### config.mk
export PLATFORM = sky130hd
export DESIGN_NAME = seq_div_flat
export DESIGN_NICKNAME = d
export VERILOG_FILES = /design/src/rtl/seq_div_pkg.sv /design/src/rtl/seq_div_if.sv /design/src/rtl/seq_div_step.sv /design/src/rtl/seq_div.sv /design/src/flat_wrapper.sv
export SDC_FILE = /design/constraint.sdc
export NUM_CORES = 1
export LEC_CHECK = 0
export CORE_UTILIZATION = 40
export CTS_CLUSTER_DIAMETER = 30
export CTS_CLUSTER_SIZE = 10
export DETAILED_ROUTE_END_ITERATION = 10
export DONT_BUFFER_PORTS = 1
export GPL_ROUTABILITY_DRIVEN = 0
export HOLD_SLACK_MARGIN = 0.03
export MAX_ROUTING_LAYER = met4
export PLACE_DENSITY = 0.65
export SYNTH_ARGS = -nofsm -noshare
export SYNTH_HDL_FRONTEND = slang
export SYNTH_SLANG_ARGS = --single-unit
### constraint.sdc
create_clock -name clk -period 3 [get_ports clk]
set_input_delay 0.6 -clock clk [delete_from_list [all_inputs] [get_ports clk]]
set_output_delay 0.6 -clock clk [all_outputs]
set_load 0.01 [all_outputs]
### src/rtl/seq_div_pkg.sv
// Shared types and defaults for the sequential restoring divider.
// FSM state encoding lives here so every file agrees on it.
package seq_div_pkg;

    localparam int DVD_W_DEF = 8;
    localparam int DVS_W_DEF = 4;

    typedef enum logic [1:0] {
        IDLE = 2'd0,
        CALC = 2'd1,
        DONE = 2'd2
    } state_e;

endpackage

### src/rtl/seq_div_if.sv
// Operand/result handshake bundle for seq_div.
// The master drives the operands and consumes the results; the divider is the slave.
interface seq_div_if
    import seq_div_pkg::*;
#(
    parameter int DVD_W = DVD_W_DEF,
    parameter int DVS_W = DVS_W_DEF
);

    logic             in_valid;
    logic             in_ready;
    logic [DVD_W-1:0] dividend;
    logic [DVS_W-1:0] divisor;
    logic             out_valid;
    logic             out_ready;
    logic [DVD_W-1:0] quotient;
    logic [DVS_W-1:0] remainder;
    logic             dz;
    logic             ovf;

    modport master (
        output in_valid, dividend, divisor, out_ready,
        input  in_ready, out_valid, quotient, remainder, dz, ovf
    );

    modport slave (
        input  in_valid, dividend, divisor, out_ready,
        output in_ready, out_valid, quotient, remainder, dz, ovf
    );

endinterface

### src/rtl/seq_div_step.sv
// One radix-2 restoring division step: shift in a dividend bit, subtract the
// divisor if it fits, and report the resulting quotient bit.
module seq_div_step #(
    parameter int DVS_W = 4
) (
    input  logic [DVS_W:0]   pr,
    input  logic             dvd_bit,
    input  logic [DVS_W-1:0] divisor,
    output logic [DVS_W:0]   pr_next,
    output logic             q_bit
);

    logic [DVS_W+1:0] shifted;

    // The partial remainder stays below the divisor, so the shifted value
    // always fits back into DVS_W+1 bits after the conditional subtract.
    assign shifted = {pr, dvd_bit};
    assign q_bit   = shifted >= {2'b00, divisor};
    assign pr_next = q_bit ? (shifted[DVS_W:0] - {1'b0, divisor}) : shifted[DVS_W:0];

endmodule

### src/rtl/seq_div.sv
// Sequential restoring divider with valid/ready handshakes on both sides.
// Optional feature macro: SEQ_DIV_SIGNED_EN (two's-complement operands, ovf flag).
module seq_div
    import seq_div_pkg::*;
#(
    parameter int DVD_W = DVD_W_DEF,
    parameter int DVS_W = DVS_W_DEF
) (
    input  logic     clk,
    input  logic     rst,
    seq_div_if.slave bus
);

    localparam int CNT_W = $clog2(DVD_W);

    state_e           state, state_next;
    logic [DVD_W-1:0] dvd_sh;
    logic [DVS_W-1:0] dvs_q;
    logic [DVS_W:0]   pr_q, pr_next;
    logic [CNT_W-1:0] cnt;
    logic             dz_pend;
    logic             q_bit;
    logic             accept, last, finish, stepping;
    logic [DVD_W-1:0] q_mag, res_q, quo_q;
    logic [DVS_W-1:0] r_mag, res_r, rem_q;
    logic             dz_q;

    assign accept   = bus.in_valid && (state == IDLE);
    assign last     = cnt == CNT_W'(DVD_W - 1);
    assign stepping = (state == CALC) && !dz_pend;
    assign finish   = (state == CALC) && (dz_pend || last);

    always_ff @(posedge clk) begin
        // NOTE: sequential state uses non-blocking assignments so every flop
        // samples pre-edge values regardless of block ordering.
        if (rst) state <= IDLE;
        else     state <= state_next;
    end

    always_comb begin
        // NOTE: default first, so no path through the case leaves state_next
        // unassigned and infers a latch.
        state_next = state;
        case (state)
            IDLE:    if (bus.in_valid) state_next = CALC;
            CALC:    if (dz_pend || last) state_next = DONE;
            DONE:    if (bus.out_ready) state_next = IDLE;
            default: state_next = IDLE;
        endcase
    end

    seq_div_step #(.DVS_W(DVS_W)) u_step (
        .pr      (pr_q),
        .dvd_bit (dvd_sh[DVD_W-1]),
        .divisor (dvs_q),
        .pr_next (pr_next),
        .q_bit   (q_bit)
    );

    // Dividend bits leave at the top while quotient bits enter at the bottom,
    // so after the last step this register plus the final bit is the quotient.
    assign q_mag = {dvd_sh[DVD_W-2:0], q_bit};
    assign r_mag = pr_next[DVS_W-1:0];

`ifdef SEQ_DIV_SIGNED_EN
    localparam logic [DVD_W-1:0] Q_MIN_MAG = {1'b1, {(DVD_W-1){1'b0}}};

    logic dvd_neg, dvs_neg, q_neg, res_ovf, ovf_q;

    always_comb begin
        q_neg   = dvd_neg ^ dvs_neg;
        res_q   = q_neg ? -q_mag : q_mag;
        res_r   = dvd_neg ? -r_mag : r_mag;
        res_ovf = q_neg ? (q_mag > Q_MIN_MAG) : q_mag[DVD_W-1];
        if (dz_pend) begin
            res_q   = '1;
            res_r   = dvd_sh[DVS_W-1:0];
            res_ovf = 1'b0;
        end
    end
`else
    always_comb begin
        res_q = dz_pend ? '1 : q_mag;
        res_r = dz_pend ? dvd_sh[DVS_W-1:0] : r_mag;
    end
`endif

    // NOTE: operand/shift registers carry no reset; they are always loaded
    // on accept before anything reads them, so a reset would only cost routing.
    always_ff @(posedge clk) begin
        if (accept) begin
            dz_pend <= bus.divisor == '0;
`ifdef SEQ_DIV_SIGNED_EN
            dvd_neg <= bus.dividend[DVD_W-1];
            dvs_neg <= bus.divisor[DVS_W-1];
            // A zero divisor keeps the raw dividend for the remainder output.
            dvd_sh  <= (bus.divisor == '0 || !bus.dividend[DVD_W-1]) ? bus.dividend : -bus.dividend;
            dvs_q   <= bus.divisor[DVS_W-1] ? -bus.divisor : bus.divisor;
`else
            dvd_sh  <= bus.dividend;
            dvs_q   <= bus.divisor;
`endif
        end else if (stepping) begin
            dvd_sh <= q_mag;
        end
    end

    always_ff @(posedge clk) begin
        if (rst) begin
            pr_q  <= '0;
            cnt   <= '0;
            quo_q <= '0;
            rem_q <= '0;
            dz_q  <= 1'b0;
`ifdef SEQ_DIV_SIGNED_EN
            ovf_q <= 1'b0;
`endif
        end else begin
            if (accept) begin
                pr_q <= '0;
                cnt  <= '0;
            end else if (stepping) begin
                pr_q <= pr_next;
                cnt  <= cnt + CNT_W'(1);
            end
            if (finish) begin
                quo_q <= res_q;
                rem_q <= res_r;
                dz_q  <= dz_pend;
`ifdef SEQ_DIV_SIGNED_EN
                ovf_q <= res_ovf;
`endif
            end
        end
    end

    assign bus.in_ready  = state == IDLE;
    assign bus.out_valid = state == DONE;
    assign bus.quotient  = quo_q;
    assign bus.remainder = rem_q;
    assign bus.dz        = dz_q;
`ifdef SEQ_DIV_SIGNED_EN
    assign bus.ovf       = ovf_q;
`else
    assign bus.ovf       = 1'b0;
`endif

endmodule
### src/flat_wrapper.sv
// flat-port wrapper written by rule: the top's interface ports become plain ports
module seq_div_flat import seq_div_pkg::*;
#(
    parameter int DVD_W = DVD_W_DEF,
    parameter int DVS_W = DVS_W_DEF
)
  (clk, rst, bus_in_valid, bus_dividend, bus_divisor, bus_out_ready, bus_in_ready, bus_out_valid, bus_quotient, bus_remainder, bus_dz, bus_ovf);
  seq_div_if #(.DVD_W(DVD_W), .DVS_W(DVS_W)) bus_i ();
  input  logic clk;
  input  logic rst;
  input wire logic [$bits(bus_i.in_valid)-1:0] bus_in_valid;
  input wire logic [$bits(bus_i.dividend)-1:0] bus_dividend;
  input wire logic [$bits(bus_i.divisor)-1:0] bus_divisor;
  input wire logic [$bits(bus_i.out_ready)-1:0] bus_out_ready;
  output wire logic [$bits(bus_i.in_ready)-1:0] bus_in_ready;
  output wire logic [$bits(bus_i.out_valid)-1:0] bus_out_valid;
  output wire logic [$bits(bus_i.quotient)-1:0] bus_quotient;
  output wire logic [$bits(bus_i.remainder)-1:0] bus_remainder;
  output wire logic [$bits(bus_i.dz)-1:0] bus_dz;
  output wire logic [$bits(bus_i.ovf)-1:0] bus_ovf;
  assign bus_i.in_valid = bus_in_valid;
  assign bus_i.dividend = bus_dividend;
  assign bus_i.divisor = bus_divisor;
  assign bus_i.out_ready = bus_out_ready;
  assign bus_in_ready = bus_i.in_ready;
  assign bus_out_valid = bus_i.out_valid;
  assign bus_quotient = bus_i.quotient;
  assign bus_remainder = bus_i.remainder;
  assign bus_dz = bus_i.dz;
  assign bus_ovf = bus_i.ovf;
  seq_div #(.DVD_W(DVD_W), .DVS_W(DVS_W)) u_core (.clk(clk), .rst(rst), .bus(bus_i));
endmodule
==> flow_summary.html, run 1 <==
<table>
<tr><th>Metric</th><th>Value</th></tr>
<tr><th colspan="2">Critical path</th></tr>
<tr><td>Flop2flop setup slack</td><td>0.22 ns</td></tr>
<tr><td>Category of the critical setup timing path</td><td>flop to flop</td></tr>
<tr><td>Crit path max-delay cell type</td><td>sky130_fd_sc_hd__a2111oi_4</td></tr>
<tr><td>Critical path fanouts, max</td><td>9</td></tr>
<tr><td>Type of element capturing the critical path</td><td>flop</td></tr>
<tr><td>Crit Reg-Reg Endpoint</td><td>u_core.bus.remainder[1]</td></tr>
<tr><td>Source of the worst register-to-register timing path</td><td>u_core.dvd_sh[7]</td></tr>
<tr><td>Data arrival time of the critical path</td><td>2.97 ns</td></tr>
<tr><td>Req. time, crit path</td><td>3.18 ns</td></tr>
<tr><td>Critical Path Start Type</td><td>flop</td></tr>
<tr><td>Critical path origin</td><td>u_core.dvd_sh[7]</td></tr>
<tr><td>End point of the critical path</td><td>u_core.bus.remainder[1]</td></tr>
<tr><td>Most repeated library cell on the critical path</td><td>sky130_fd_sc_hd__inv_1</td></tr>
<tr><td>Critical-path cell list</td><td>inv_1, ha_1, inv_1, fa_1, a21o_1, a2111oi_4, mux2_2, o21ai_0, a21oi_1</td></tr>
<tr><td>Largest stage delay on the critical path</td><td>around 0.61 ns</td></tr>
<tr><td>Reg2Reg Depth</td><td>9</td></tr>
<tr><th colspan="2">Floorplanning</th></tr>
<tr><td>Die width</td><td>66.40 um</td></tr>
<tr><td>Die footprint</td><td>4409 sq um</td></tr>
<tr><td>Overall die height</td><td>66.40 um</td></tr>
<tr><td>Boundary pin count</td><td>32</td></tr>
<tr><td>Core area</td><td>4000 sq um</td></tr>
<tr><td>Placement row count</td><td>23</td></tr>
<tr><td>Effective utilization at floorplan</td><td>about two fifths</td></tr>
<tr><th colspan="2">Yosys</th></tr>
<tr><td>Post-synthesis sequential area ratio</td><td>51.28%</td></tr>
<tr><td>Largest area contributor in the netlist</td><td>sky130_fd_sc_hd__dfxtp_1</td></tr>
<tr><td>Leading register cell type out of synthesis</td><td>sky130_fd_sc_hd__dfxtp_1</td></tr>
<tr><td>Synth area leaders</td><td>sky130_fd_sc_hd__dfxtp_1, sky130_fd_sc_hd__edfxtp_1, sky130_fd_sc_hd__nand2_1</td></tr>
<tr><td>Net count of the mapped netlist</td><td>199</td></tr>
<tr><td>Seq cells post-synth</td><td>36</td></tr>
<tr><td>Most common library cells after synthesis</td><td>sky130_fd_sc_hd__nand2_1, sky130_fd_sc_hd__dfxtp_1, sky130_fd_sc_hd__nor2_1</td></tr>
<tr><td>Yosys synthesis warning count</td><td>0</td></tr>
<tr><td>Most common cell in the synthesized netlist</td><td>sky130_fd_sc_hd__nand2_1</td></tr>
<tr><td>Area share of the leading cell type in the synthesized netlist</td><td>27.75%</td></tr>
<tr><td>Post-synthesis cell count</td><td>176</td></tr>
<tr><td>Cell area after technology mapping</td><td>1659 sq um</td></tr>
<tr><td>Synth cell types</td><td>33</td></tr>
<tr><td>EDFF count, synth</td><td>13</td></tr>
<tr><td>Synthesized area divided by synthesized cell count</td><td>9.427 sq um</td></tr>
<tr><td>Ys async rst share</td><td>0%</td></tr>
<tr><th colspan="2">CTS</th></tr>
<tr><td>H-tree levels</td><td>2</td></tr>
<tr><td>Clk root buf</td><td>sky130_fd_sc_hd__clkbuf_8</td></tr>
<tr><td>Clock edge transition at the registers on the reported setup and hold paths</td><td>0.07 ns</td></tr>
<tr><td>CTS Buffer Depth</td><td>2</td></tr>
<tr><td>Cts repair resizes</td><td>0</td></tr>
<tr><td>CTS tree</td><td>done</td></tr>
<tr><td>Clock latency on the worst-skew pair</td><td>0.29 ns</td></tr>
<tr><td>Number of buffers added by the clock tree synthesis step</td><td>5</td></tr>
<tr><td>Number of buffers inserted by hold repair at cts</td><td>0</td></tr>
<tr><td>Number of sinks on the clock net</td><td>36</td></tr>
<tr><td>Number of setup buffers added after CTS</td><td>0</td></tr>
<tr><th colspan="2">Run status</th></tr>
<tr><td>Outcome</td><td>finished clean</td></tr>
<tr><th colspan="2">STA</th></tr>
<tr><td>Period minus WS final</td><td>2.785 ns</td></tr>
<tr><td>Max Clock Skew</td><td>between 0.01 and 0.015 ns</td></tr>
<tr><td>Post-Route Hold Slack</td><td>0.3655 ns</td></tr>
<tr><td>Total negative slack for setup checks</td><td>0 ns</td></tr>
<tr><td>Worst Slack Setup Final</td><td>around 0.22 ns</td></tr>
<tr><td>Period Utilization, post-route</td><td>between 90 and 100%</td></tr>
<tr><td>Slew @ Worst Pin</td><td>between 0.9 and 1 ns</td></tr>
<tr><td>Unrepaired setup endpoints after global routing</td><td>no</td></tr>
<tr><td>Highest achievable clock rate</td><td>between 0.3 and 0.4 GHz</td></tr>
<tr><td>Total of endpoints with negative setup slack in the final report</td><td>0</td></tr>
<tr><td>Normalized max-slew margin</td><td>between 30% and 40%</td></tr>
<tr><td>Max-slew violation total from the final report</td><td>0</td></tr>
<tr><td>Final hold violation count</td><td>0</td></tr>
<tr><th colspan="2">Detailed routing</th></tr>
<tr><td>Vias per Instance</td><td>5.463</td></tr>
<tr><td>Number of violations reported at the end of detailed-routing iteration 0</td><td>47</td></tr>
<tr><td>DRT Wirelength</td><td>3415 um</td></tr>
<tr><td>Number of nets with antenna violations after detailed routing</td><td>0</td></tr>
<tr><td># DRC</td><td>0</td></tr>
<tr><td>Detailed-route wire length per cell</td><td>15.04 um</td></tr>
<tr><td>Total via count after detailed routing</td><td>1240</td></tr>
<tr><td>Initial DRT Pass Iterations</td><td>4</td></tr>
<tr><th colspan="2">Placement</th></tr>
<tr><td>Number of I/O port buffers</td><td>0</td></tr>
<tr><td>Dpl ws</td><td>0.2186 ns</td></tr>
<tr><td>DP Wirelength</td><td>~2500 um</td></tr>
<tr><th colspan="2">Global route</th></tr>
<tr><td>Wire length of the first global-routing pass</td><td>5789 um</td></tr>
<tr><td>Global-route usage over all layers</td><td>a little under a fifth</td></tr>
<tr><td>Initial antenna violation count</td><td>0</td></tr>
<tr><td>Fraction of met3 tracks used by global routing</td><td>between 8 and 9%</td></tr>
<tr><td>Global routing's busiest layer</td><td>met2</td></tr>
<tr><td>Vias in the first global route</td><td>1254</td></tr>
<tr><td>Global route overflow</td><td>0</td></tr>
<tr><td>Largest net degree at the start of global routing</td><td>22</td></tr>
<tr><td>Global-route track usage on met2</td><td>29.34%</td></tr>
<tr><td>Met1 Track Usage GR</td><td>roughly a fifth</td></tr>
<tr><th colspan="2">Power</th></tr>
<tr><td>Total power draw</td><td>1.079 mW</td></tr>
<tr><td>Pwr/cell area</td><td>601.1 nW/um^2</td></tr>
<tr><td>Standby leakage power</td><td>~0.72 nW</td></tr>
<tr><td>Worst VDD drop</td><td>0.2502 mV</td></tr>
<tr><th colspan="2">Flow run</th></tr>
<tr><td>Max-capacitance violation count</td><td>0</td></tr>
<tr><th colspan="2">Cells and area</th></tr>
<tr><td>Antenna Diode Count</td><td>0</td></tr>
<tr><td>Layout cell share with drive strength beyond 1</td><td>6.780%</td></tr>
<tr><td>Area added between synthesis and finish</td><td>8.220%</td></tr>
<tr><td>Utilization after layout</td><td>44.89%</td></tr>
<tr><td>Number of nets in the finished design</td><td>about 200</td></tr>
<tr><th colspan="2">Min path</th></tr>
<tr><td>Class of the most critical hold timing path</td><td>primary input to flop</td></tr>
</table>
-- power breakdown --
group | internal [mW] | total (mW) | switching [mW]
Sequential | 0.547 | 0.579 | 0.0327
Clock | 0.188 | 0.366 | 0.178
Combinational | 0.0528 | 0.134 | 0.0816
-- critical path, delay by kind of cell, from the launching register on --
kind / cells / cell delay [ns]
compound gates: 4 / 1.07
buf+inv: 2 / 0.15
mux: 1 / 0.42
flops: 1 / 0.41
fa+ha+maj: 2 / 0.63
-- how the worst min path moves through the flow --
stage	from	to	cells past startpoint
final	rst	u_core.bus.dz	1
after global routing	rst	u_core.bus.remainder[2]	1
after CTS	rst	u_core.bus.remainder[1]	1
after detailed placement	u_core.state[1]	u_core.state[0]	1
after global placement	u_core.state[1]	u_core.state[0]	1
after floorplan	u_core.state[1]	u_core.state[0]	1
-- through the flow --
step	std cells	area, sq um
after global placement	219	1699
after global routing	227	1795
final	227	1795
after floorplan	176	1659
after detailed placement	219	1699
after CTS	227	1795
-- sequential cells by signal, summed over array words and instances, names as in the netlist --
signal and cells:
u_core.bus.quotient 8, u_core.dvd_sh 8, u_core.pr_q 5, u_core.bus.remainder 4
u_core.dvs_q 4, u_core.cnt 3, u_core.state 2, u_core.bus.dz 1
u_core.dz_pend 1
-- layout by cell type (no fill, tap or decap), types with 3 or more instances in the layout --
cell,n
sky130_fd_sc_hd__clkbuf_8,6
sky130_fd_sc_hd__ha_1,6
sky130_fd_sc_hd__nor3_1,16
sky130_fd_sc_hd__a211oi_1,3
sky130_fd_sc_hd__nand2_1,26
sky130_fd_sc_hd__inv_1,7
sky130_fd_sc_hd__nand2b_1,4
sky130_fd_sc_hd__o21ai_0,7
sky130_fd_sc_hd__nor2b_1,4
sky130_fd_sc_hd__dfxtp_1,23
sky130_fd_sc_hd__edfxtp_1,13
sky130_fd_sc_hd__mux2i_1,5
sky130_fd_sc_hd__nand3b_1,3
sky130_fd_sc_hd__a21oi_1,11
sky130_fd_sc_hd__nor2_1,19
-- area by class of cell --
cell class                 count  area, sq um
clock inverter                 2        13.76
timing repair buffer           2        15.01
clock buffer                   6        82.58
inverter                       8        30.03
fill                         394         2205
tap                           50        62.56
multi-input combinational    123        740.7
sequential                    36        850.8
-- cell families after synthesis --
logic type,after synthesis,synth area share [%]
other,1,0.2260
muxes,6,3.695
and+or+nand+nor,75,20.51
adders and majority gates,7,5.731
xor gates and xnor gates,3,1.584
DFF,36,51.28
buffers and inverters,17,4.073
AOI/OAI and AO/OA,31,12.90
-- layer usage --
| metal | wire, um | vias up |
|---|---|---|
| li1 | - | 612 |
| met1 | 1428 | 582 |
| met2 | 1681 | 38 |
| met3 | 241 | 8 |
| met4 | 64 | 0 |
| met5 | 0 | - |
No activity file was read; power rests on OpenSTA's default activity.
==> run 2: changes to the inputs <==
--- a/config.mk
+++ b/config.mk
@@ -14,6 +14,7 @@
 export HOLD_SLACK_MARGIN = 0.03
 export MAX_ROUTING_LAYER = met4
 export PLACE_DENSITY = 0.65
+export SLEW_MARGIN = 20
 export SYNTH_ARGS = -nofsm -noshare
 export SYNTH_HDL_FRONTEND = slang
 export SYNTH_SLANG_ARGS = --single-unit
==> constraint.sdc (replaced) <==
create_clock -name clk -period 3.4 [get_ports clk]
set_input_delay 0.68 -clock clk [delete_from_list [all_inputs] [get_ports clk]]
set_output_delay 0.68 -clock clk [all_outputs]
set_load 0.01 [all_outputs]
==> flow_summary.html, run 2 (synthesis gave the netlist of run 1 again) <==
<table>
<tr><th>Metric</th><th>Value</th></tr>
<tr><th colspan="2">Run status</th></tr>
<tr><td>Outcome</td><td>finished clean (unchanged)</td></tr>
<tr><th colspan="2">CTS</th></tr>
<tr><td>CTS Buffer Depth</td><td>2 (unchanged)</td></tr>
<tr><td>Number of buffers added by the clock tree synthesis step</td><td>5 (unchanged)</td></tr>
<tr><td>H-tree levels</td><td>2 (unchanged)</td></tr>
<tr><td>Clk root buf</td><td>sky130_fd_sc_hd__clkbuf_8 (unchanged)</td></tr>
<tr><td>Number of setup buffers added after CTS</td><td>0 (unchanged)</td></tr>
<tr><td>Cts repair resizes</td><td>0 (unchanged)</td></tr>
<tr><td>Clock edge transition at the registers on the reported setup and hold paths</td><td>0.07 ns (about the same)</td></tr>
<tr><td>Number of buffers inserted by hold repair at cts</td><td>0 (unchanged)</td></tr>
<tr><td>Clock latency on the worst-skew pair</td><td>0.29 ns (about the same)</td></tr>
<tr><td>Number of sinks on the clock net</td><td>36 (unchanged)</td></tr>
<tr><td>CTS tree</td><td>done (unchanged)</td></tr>
<tr><th colspan="2">Min path</th></tr>
<tr><td>Launch instance of the worst min-delay path</td><td>rst (unchanged)</td></tr>
<tr><td>Endpoint with the worst hold slack</td><td>u_core.bus.dz (unchanged)</td></tr>
<tr><td>Count of cells along the worst hold path</td><td>1 (unchanged)</td></tr>
<tr><td>Class of the most critical hold timing path</td><td>primary input to flop (unchanged)</td></tr>
<tr><th colspan="2">STA</th></tr>
<tr><td>Slew @ Worst Pin</td><td>0.9275 ns (was 0.9038 ns)</td></tr>
<tr><td>Unrepaired setup endpoints after global routing</td><td>no (unchanged)</td></tr>
<tr><td>Total negative slack for setup checks</td><td>0 ns (unchanged)</td></tr>
<tr><td>Period Utilization, post-route</td><td>80.42% (was 92.82%)</td></tr>
<tr><td>Final hold violation count</td><td>0 (unchanged)</td></tr>
<tr><td>Highest achievable clock rate</td><td>0.3657 GHz (was 0.3591 GHz)</td></tr>
<tr><td>Period minus WS final</td><td>2.734 ns (was 2.785 ns)</td></tr>
<tr><td>Total of endpoints with negative setup slack in the final report</td><td>0 (unchanged)</td></tr>
<tr><td>Max Clock Skew</td><td>0.01107 ns (was 0.01089 ns)</td></tr>
<tr><td>Max-slew violation total from the final report</td><td>0 (unchanged)</td></tr>
<tr><td>Normalized max-slew margin</td><td>37.94% (was 39.52%)</td></tr>
<tr><th colspan="2">Detailed routing</th></tr>
<tr><td>Detailed-route wire length per cell</td><td>14.37 um (was 15.04 um)</td></tr>
<tr><td># DRC</td><td>0 (unchanged)</td></tr>
<tr><td>Vias per Instance</td><td>5.296 (was 5.463)</td></tr>
<tr><td>Total via count after detailed routing</td><td>1197 (was 1240)</td></tr>
<tr><td>DRT Wirelength</td><td>3247 um (was 3415 um)</td></tr>
<tr><td>Number of violations reported at the end of detailed-routing iteration 0</td><td>37 (was 47)</td></tr>
<tr><td>Initial DRT Pass Iterations</td><td>4 (unchanged)</td></tr>
<tr><td>Number of nets with antenna violations after detailed routing</td><td>0 (unchanged)</td></tr>
<tr><th colspan="2">Critical path</th></tr>
<tr><td>Category of the critical setup timing path</td><td>flop to flop (unchanged)</td></tr>
<tr><td>Reg2Reg Depth</td><td>9 (unchanged)</td></tr>
<tr><td>Critical Path Start Type</td><td>flop (unchanged)</td></tr>
<tr><td>Crit Reg-Reg Endpoint</td><td>u_core.bus.remainder[1] (unchanged)</td></tr>
<tr><td>Flop2flop setup slack</td><td>0.67 ns (was 0.22 ns)</td></tr>
<tr><td>Data arrival time of the critical path</td><td>2.92 ns (was 2.97 ns)</td></tr>
<tr><td>Largest stage delay on the critical path</td><td>0.61 ns (about the same)</td></tr>
<tr><td>Req. time, crit path</td><td>3.59 ns (was 3.18 ns)</td></tr>
<tr><td>Critical-path cell list</td><td>inv_1, ha_1, inv_1, fa_1, a21o_1, a2111oi_4, mux2_2, o21ai_0, a21oi_1 (unchanged)</td></tr>
<tr><td>Most repeated library cell on the critical path</td><td>sky130_fd_sc_hd__inv_1 (unchanged)</td></tr>
<tr><td>Crit path max-delay cell type</td><td>sky130_fd_sc_hd__a2111oi_4 (unchanged)</td></tr>
<tr><td>Source of the worst register-to-register timing path</td><td>u_core.dvd_sh[7] (unchanged)</td></tr>
<tr><td>Critical path fanouts, max</td><td>9 (unchanged)</td></tr>
<tr><td>Type of element capturing the critical path</td><td>flop (unchanged)</td></tr>
<tr><th colspan="2">Cells and area</th></tr>
<tr><td>Number of standard cells in the final layout excluding fillers</td><td>226 (was 227)</td></tr>
<tr><td>Number of nets in the finished design</td><td>198 (was 199)</td></tr>
<tr><td>Area added between synthesis and finish</td><td>7.089% (was 8.220%)</td></tr>
<tr><td>Antenna Diode Count</td><td>0 (unchanged)</td></tr>
<tr><td>Highest-count cells in the layout ignoring fill and taps</td><td>sky130_fd_sc_hd__nand2_1, sky130_fd_sc_hd__dfxtp_1, sky130_fd_sc_hd__nor2_1, sky130_fd_sc_hd__nor3_1, sky130_fd_sc_hd__edfxtp_1 (unchanged)</td></tr>
<tr><td>Layout cell share with drive strength beyond 1</td><td>5.114% (was 6.780%)</td></tr>
<tr><td>Filler instances</td><td>385 (was 394)</td></tr>
<tr><td>Commonest non-fill, non-tap cell in the layout</td><td>sky130_fd_sc_hd__nand2_1 (unchanged)</td></tr>
<tr><th colspan="2">Power</th></tr>
<tr><td>Relative contribution of the clock network to total power</td><td>31.8% (was 33.9%)</td></tr>
<tr><td>Switching share of power</td><td>26.57% (was 27.09%)</td></tr>
<tr><td>Psw</td><td>243.8 uW (was 292.4 uW)</td></tr>
<tr><td>Standby leakage power</td><td>0.7022 nW (was 0.7162 nW)</td></tr>
<tr><td>Pwr/cell area</td><td>516.4 nW/um^2 (was 601.1 nW/um^2)</td></tr>
<tr><td>Register share of total power</td><td>55.7% (was 53.7%)</td></tr>
<tr><td>Worst VDD drop</td><td>0.2139 mV (was 0.2502 mV)</td></tr>
<tr><td>Comb power frac</td><td>12.5% (about the same)</td></tr>
<tr><td>Cell-internal power</td><td>673.8 uW (was 786.9 uW)</td></tr>
<tr><th colspan="2">Global route</th></tr>
<tr><td>Global-route usage over all layers</td><td>16.97% (was 18.78%)</td></tr>
<tr><td>Global route overflow</td><td>0 (unchanged)</td></tr>
<tr><td>Vias in the first global route</td><td>1153 (was 1254)</td></tr>
<tr><td>Largest net degree at the start of global routing</td><td>22 (unchanged)</td></tr>
<tr><td>Wire length of the first global-routing pass</td><td>5237 um (was 5789 um)</td></tr>
<tr><td>Initial antenna violation count</td><td>0 (unchanged)</td></tr>
<tr><th colspan="2">Floorplanning</th></tr>
<tr><td>Die footprint</td><td>4409 sq um (unchanged)</td></tr>
<tr><td>Die width</td><td>66.40 um (unchanged)</td></tr>
<tr><td>Core area</td><td>4000 sq um (unchanged)</td></tr>
<tr><td>Overall die height</td><td>66.40 um (unchanged)</td></tr>
<tr><td>Effective utilization at floorplan</td><td>41.48% (unchanged)</td></tr>
<tr><td>Boundary pin count</td><td>32 (unchanged)</td></tr>
<tr><td>Placement row count</td><td>23 (unchanged)</td></tr>
<tr><th colspan="2">Flow run</th></tr>
<tr><td>Max-capacitance violation count</td><td>0 (unchanged)</td></tr>
<tr><th colspan="2">Placement</th></tr>
<tr><td># placed instances</td><td>218 (was 219)</td></tr>
<tr><td>Number of I/O port buffers</td><td>0 (unchanged)</td></tr>
<tr><td>DP Wirelength</td><td>2386 um (was 2496 um)</td></tr>
</table>
run 2: critical path, delay by kind of cell, from the launching register on:
family	cells	cell delay, ns
AO/OA/AOI/OAI	4	1.06
multiplexers	1	0.41
adder cells (fa/ha/maj)	2	0.62
buffers and inverters	2	0.14
flip-flops	1	0.41
run 2: per-stage QoR:
stage | setup slack [ns] | total power, mW | cell area, sq um | util (%) | hold slack [ns]
detailed placement | 0.6568 | 0.6350 | 1692 | 42.29 | 0.4836
CTS | 0.6569 | 0.9263 | 1777 | 44.42 | 0.4415
floorplan | 0.8541 | 0.6113 | 1659 | - | 0.4538
global route | 0.4635 | 0.9571 | 1777 | 44.42 | 0.4390
global placement | 0.7470 | 0.6316 | 1692 | 42.29 | 0.4711
finish | 0.6658 | 0.9176 | 1777 | 44.42 | 0.4454
run 2: worst max-delay path by stage:
stage / startpoint / endpoint / cells after the start
CTS: u_core.dvd_sh[7] / u_core.bus.remainder[1] / 9
detailed placement: u_core.dvd_sh[7] / u_core.bus.remainder[1] / 9
floorplan: u_core.dvd_sh[7] / u_core.bus.remainder[1] / 9
global route: u_core.dvd_sh[7] / u_core.bus.remainder[1] / 9
finish: u_core.dvd_sh[7] / u_core.bus.remainder[1] / 9
global placement: u_core.dvd_sh[7] / u_core.bus.remainder[1] / 9
run 2: final cells by class:
cell class,instances,area (sq um),share of cell area (%)
clock buffers,7,76.32,4.296
inverters,8,30.03,1.690
clock inverters,1,8.758,0.4930
well taps,50,62.56,3.521
multi-input cells,123,740.7,41.69
flip-flops and latches,36,850.8,47.89
repair buffers,1,7.507,0.4225
run 2: power by group through the flow:
stage	Sequential (mW)	Combinational (mW)	Clock, mW
2_1_floorplan	0.510	0.101	0
3_3_place_gp	0.520	0.112	0
3_5_place_dp	0.521	0.114	0
4_1_cts	0.511	0.115	0.300
5_1_grt	0.515	0.129	0.312
6_report	0.511	0.115	0.292
run 2: per-layer routing:
metal	up-vias	share of wire, %	track usage (%)
met5	-	0	-
met4	0	1.3	6.383
met3	4	6.5	6.552
met2	28	49	26.53
met1	555	44	19.70
li1	610	-	-
==> run 3: changes to the inputs <==
==> constraint.sdc (replaced) <==
create_clock -name clk -period 2.8 [get_ports clk]
set_input_delay 0.56 -clock clk [delete_from_list [all_inputs] [get_ports clk]]
set_output_delay 0.56 -clock clk [all_outputs]
set_load 0.01 [all_outputs]
==> flow_summary.html, run 3 (synthesis gave the netlist of run 1 again) <==
<table>
<tr><th>Metric</th><th>Value</th></tr>
<tr><th colspan="2">Cells and area</th></tr>
<tr><td>Layout cell share with drive strength beyond 1</td><td>7.821% (was 5.114%)</td></tr>
<tr><td>Post-route standard cell area excluding fillers</td><td>1802 sq um (was 1777 sq um)</td></tr>
<tr><td>Highest-count cells in the layout ignoring fill and taps</td><td>sky130_fd_sc_hd__nand2_1, sky130_fd_sc_hd__dfxtp_1, sky130_fd_sc_hd__nor2_1, sky130_fd_sc_hd__nor3_1, sky130_fd_sc_hd__edfxtp_1 (unchanged)</td></tr>
<tr><td>Commonest non-fill, non-tap cell in the layout</td><td>sky130_fd_sc_hd__nand2_1 (unchanged)</td></tr>
<tr><td>Sequential cell area in the final layout</td><td>850.8 sq um (unchanged)</td></tr>
<tr><td>Number of nets in the finished design</td><td>201 (was 198)</td></tr>
<tr><td>Area added between synthesis and finish</td><td>8.597% (was 7.089%)</td></tr>
<tr><td>Filler instances</td><td>384 (was 385)</td></tr>
<tr><td>Multi-input combinational cell area</td><td>740.7 sq um (unchanged)</td></tr>
<tr><td>Antenna Diode Count</td><td>0 (unchanged)</td></tr>
<tr><th colspan="2">Global route</th></tr>
<tr><td>Vias in the first global route</td><td>1172 (was 1153)</td></tr>
<tr><td>Initial antenna violation count</td><td>0 (unchanged)</td></tr>
<tr><td>Global-route usage over all layers</td><td>17.20% (was 16.97%)</td></tr>
<tr><td>Wire length of the first global-routing pass</td><td>5409 um (was 5237 um)</td></tr>
<tr><td>Global route overflow</td><td>0 (unchanged)</td></tr>
<tr><td>Largest net degree at the start of global routing</td><td>19 (was 22)</td></tr>
<tr><th colspan="2">STA</th></tr>
<tr><td>Final hold violation count</td><td>0 (unchanged)</td></tr>
<tr><td>Period minus WS final</td><td>2.603 ns (was 2.734 ns)</td></tr>
<tr><td>Unrepaired setup endpoints after global routing</td><td>no (unchanged)</td></tr>
<tr><td>Period Utilization, post-route</td><td>92.97% (was 80.42%)</td></tr>
<tr><td>Slew @ Worst Pin</td><td>0.7085 ns (was 0.9275 ns)</td></tr>
<tr><td>Normalized max-slew margin</td><td>52.45% (was 37.94%)</td></tr>
<tr><td>Total of endpoints with negative setup slack in the final report</td><td>0 (unchanged)</td></tr>
<tr><td>Max Clock Skew</td><td>0.01032 ns (was 0.01107 ns)</td></tr>
<tr><td>Total negative slack for setup checks</td><td>0 ns (unchanged)</td></tr>
<tr><td>Highest achievable clock rate</td><td>0.3841 GHz (was 0.3657 GHz)</td></tr>
<tr><td>Max-slew violation total from the final report</td><td>0 (unchanged)</td></tr>
<tr><th colspan="2">CTS</th></tr>
<tr><td>H-tree levels</td><td>2 (unchanged)</td></tr>
<tr><td>Number of setup buffers added after CTS</td><td>0 (unchanged)</td></tr>
<tr><td>CTS Buffer Depth</td><td>2 (unchanged)</td></tr>
<tr><td>Number of buffers added by the clock tree synthesis step</td><td>5 (unchanged)</td></tr>
<tr><td>Clock edge transition at the registers on the reported setup and hold paths</td><td>0.08 ns (was 0.07 ns)</td></tr>
<tr><td>Number of sinks on the clock net</td><td>36 (unchanged)</td></tr>
<tr><td>Cts repair resizes</td><td>0 (unchanged)</td></tr>
<tr><td>CTS tree</td><td>done (unchanged)</td></tr>
<tr><td>Clk root buf</td><td>sky130_fd_sc_hd__clkbuf_8 (unchanged)</td></tr>
<tr><td>Number of buffers inserted by hold repair at cts</td><td>0 (unchanged)</td></tr>
<tr><td>Clock latency on the worst-skew pair</td><td>0.29 ns (about the same)</td></tr>
<tr><th colspan="2">Floorplanning</th></tr>
<tr><td>Core area</td><td>4000 sq um (unchanged)</td></tr>
<tr><td>Placement row count</td><td>23 (unchanged)</td></tr>
<tr><td>Effective utilization at floorplan</td><td>41.48% (unchanged)</td></tr>
<tr><td>Die width</td><td>66.40 um (unchanged)</td></tr>
<tr><td>Overall die height</td><td>66.40 um (unchanged)</td></tr>
<tr><td>Boundary pin count</td><td>32 (unchanged)</td></tr>
<tr><td>Die footprint</td><td>4409 sq um (unchanged)</td></tr>
<tr><th colspan="2">Critical path</th></tr>
<tr><td>Critical-path cell list</td><td>inv_1, ha_1, inv_1, fa_1, a21o_1, a2111oi_4, mux2_2, o21ai_0, a21oi_1 (unchanged)</td></tr>
<tr><td>Reg2Reg Depth</td><td>9 (unchanged)</td></tr>
<tr><td>Flop2flop setup slack</td><td>0.20 ns (was 0.67 ns)</td></tr>
<tr><td>Req. time, crit path</td><td>2.98 ns (was 3.59 ns)</td></tr>
<tr><td>Type of element capturing the critical path</td><td>flop (unchanged)</td></tr>
<tr><td>Source of the worst register-to-register timing path</td><td>u_core.dvd_sh[7] (unchanged)</td></tr>
<tr><td>Kind of cell with the highest combined delay on the critical path</td><td>compound AO/OA/AOI/OAI gates (unchanged)</td></tr>
<tr><td>Critical Path Start Type</td><td>flop (unchanged)</td></tr>
<tr><td>Category of the critical setup timing path</td><td>flop to flop (unchanged)</td></tr>
<tr><td>Crit path max-delay cell type</td><td>sky130_fd_sc_hd__a2111oi_4 (unchanged)</td></tr>
<tr><td>Critical path buffer and inverter count</td><td>2 (unchanged)</td></tr>
<tr><td>Data arrival time of the critical path</td><td>2.78 ns (was 2.92 ns)</td></tr>
<tr><td>Critical path fanouts, max</td><td>5 (was 9)</td></tr>
<tr><td>Most repeated library cell on the critical path</td><td>sky130_fd_sc_hd__inv_1 (unchanged)</td></tr>
<tr><td>Crit Reg-Reg Endpoint</td><td>u_core.bus.remainder[1] (unchanged)</td></tr>
<tr><td>Largest stage delay on the critical path</td><td>0.49 ns (was 0.61 ns)</td></tr>
<tr><th colspan="2">Power</th></tr>
<tr><td>Worst VDD drop</td><td>0.2822 mV (was 0.2139 mV)</td></tr>
<tr><td>Comb power frac</td><td>13.1% (was 12.5%)</td></tr>
<tr><td>Standby leakage power</td><td>0.7223 nW (was 0.7022 nW)</td></tr>
<tr><td>Pwr/cell area</td><td>626.6 nW/um^2 (was 516.4 nW/um^2)</td></tr>
<tr><td>Switching share of power</td><td>27.47% (was 26.57%)</td></tr>
<tr><td>Psw</td><td>310.2 uW (was 243.8 uW)</td></tr>
<tr><td>Relative contribution of the clock network to total power</td><td>32.1% (was 31.8%)</td></tr>
<tr><td>Register share of total power</td><td>54.7% (was 55.7%)</td></tr>
<tr><td>Cell-internal power</td><td>818.9 uW (was 673.8 uW)</td></tr>
<tr><th colspan="2">Detailed routing</th></tr>
<tr><td>Initial DRT Pass Iterations</td><td>4 (unchanged)</td></tr>
<tr><td>Number of nets with antenna violations after detailed routing</td><td>0 (unchanged)</td></tr>
<tr><td>DRT Wirelength</td><td>3324 um (was 3247 um)</td></tr>
<tr><td>Vias per Instance</td><td>5.349 (was 5.296)</td></tr>
<tr><td>Total via count after detailed routing</td><td>1225 (was 1197)</td></tr>
<tr><td># DRC</td><td>0 (unchanged)</td></tr>
<tr><td>Number of violations reported at the end of detailed-routing iteration 0</td><td>31 (was 37)</td></tr>
<tr><td>Detailed-route wire length per cell</td><td>14.52 um (was 14.37 um)</td></tr>
<tr><th colspan="2">Run status</th></tr>
<tr><td>Outcome</td><td>finished clean (unchanged)</td></tr>
<tr><th colspan="2">Min path</th></tr>
<tr><td>Class of the most critical hold timing path</td><td>primary input to flop (unchanged)</td></tr>
<tr><td>Count of cells along the worst hold path</td><td>1 (unchanged)</td></tr>
<tr><td>Endpoint with the worst hold slack</td><td>u_core.state[1] (was u_core.bus.dz)</td></tr>
<tr><td>Launch instance of the worst min-delay path</td><td>rst (unchanged)</td></tr>
<tr><th colspan="2">Flow run</th></tr>
<tr><td>Max-capacitance violation count</td><td>0 (unchanged)</td></tr>
<tr><th colspan="2">Placement</th></tr>
<tr><td>DP Wirelength</td><td>2499 um (was 2386 um)</td></tr>
<tr><td>Number of I/O port buffers</td><td>0 (unchanged)</td></tr>
<tr><td>Dpl cell area</td><td>1714 sq um (was 1692 sq um)</td></tr>
</table>
==> run 3: cell count changes in the layout (fill, tap and decap cells not counted) <==
cell,delta
sky130_fd_sc_hd__buf_4,+3
sky130_fd_sc_hd__clkinv_2,+2
sky130_fd_sc_hd__clkbuf_1,-2
==> run 3: through the flow <==
stage / instances / hold WS, ns / power [mW] / setup slack (ns) / utilization (%)
after CTS: 229 / 0.3246 / 1.137 / 0.1979 / 45.04
after floorplan: 176 / 0.4538 / 0.7422 / 0.2541 / -
after global placement: 221 / 0.4730 / 0.7729 / 0.2754 / 42.85
final: 229 / 0.3286 / 1.129 / 0.1968 / 45.04
after global routing: 229 / 0.3137 / 1.187 / 0.04849 / 45.04
after detailed placement: 221 / 0.4866 / 0.7785 / 0.2080 / 42.85
==> run 3: layout make-up <==
type | instances | share of cell area, %
Sequential cell | 36 | 47.22
Timing Repair Buffer | 4 | 1.667
Tap cell | 50 | 3.472
Clock inverter | 3 | 1.042
Inverter | 8 | 1.667
Clock buffer | 5 | 3.819
Multi-Input combinational cell | 123 | 41.11
==> run 3: power groups by stage <==
stage          clock network (mW)  registers (mW)  logic [mW]
2_1_floorplan                   0           0.619       0.123
3_3_place_gp                    0           0.628       0.145
3_5_place_dp                    0           0.630       0.149
4_1_cts                     0.369           0.618       0.149
5_1_grt                     0.396           0.622       0.168
6_report                    0.363           0.618       0.148
==> run 3: worst max-delay path by stage <==
stage	startpoint	endpoint	slack, ns	cells after the start
after global routing	u_core.dvd_sh[7]	u_core.bus.remainder[1]	0.05	9
after detailed placement	u_core.dvd_sh[7]	u_core.bus.remainder[1]	0.21	9
final	u_core.dvd_sh[7]	u_core.bus.remainder[1]	0.20	9
after global placement	u_core.dvd_sh[7]	u_core.bus.remainder[1]	0.28	9
after floorplan	u_core.dvd_sh[7]	u_core.bus.remainder[1]	0.25	9
after CTS	u_core.dvd_sh[7]	u_core.bus.remainder[1]	0.20	9
==> run 3: metal layers <==
metal	vias up	wire (um)	global-route usage [%]
met5	-	0	-
met4	0	95	9.309
met3	11	221	6.034
met2	33	1560	25.26
met1	565	1446	20.56
li1	616	-	-
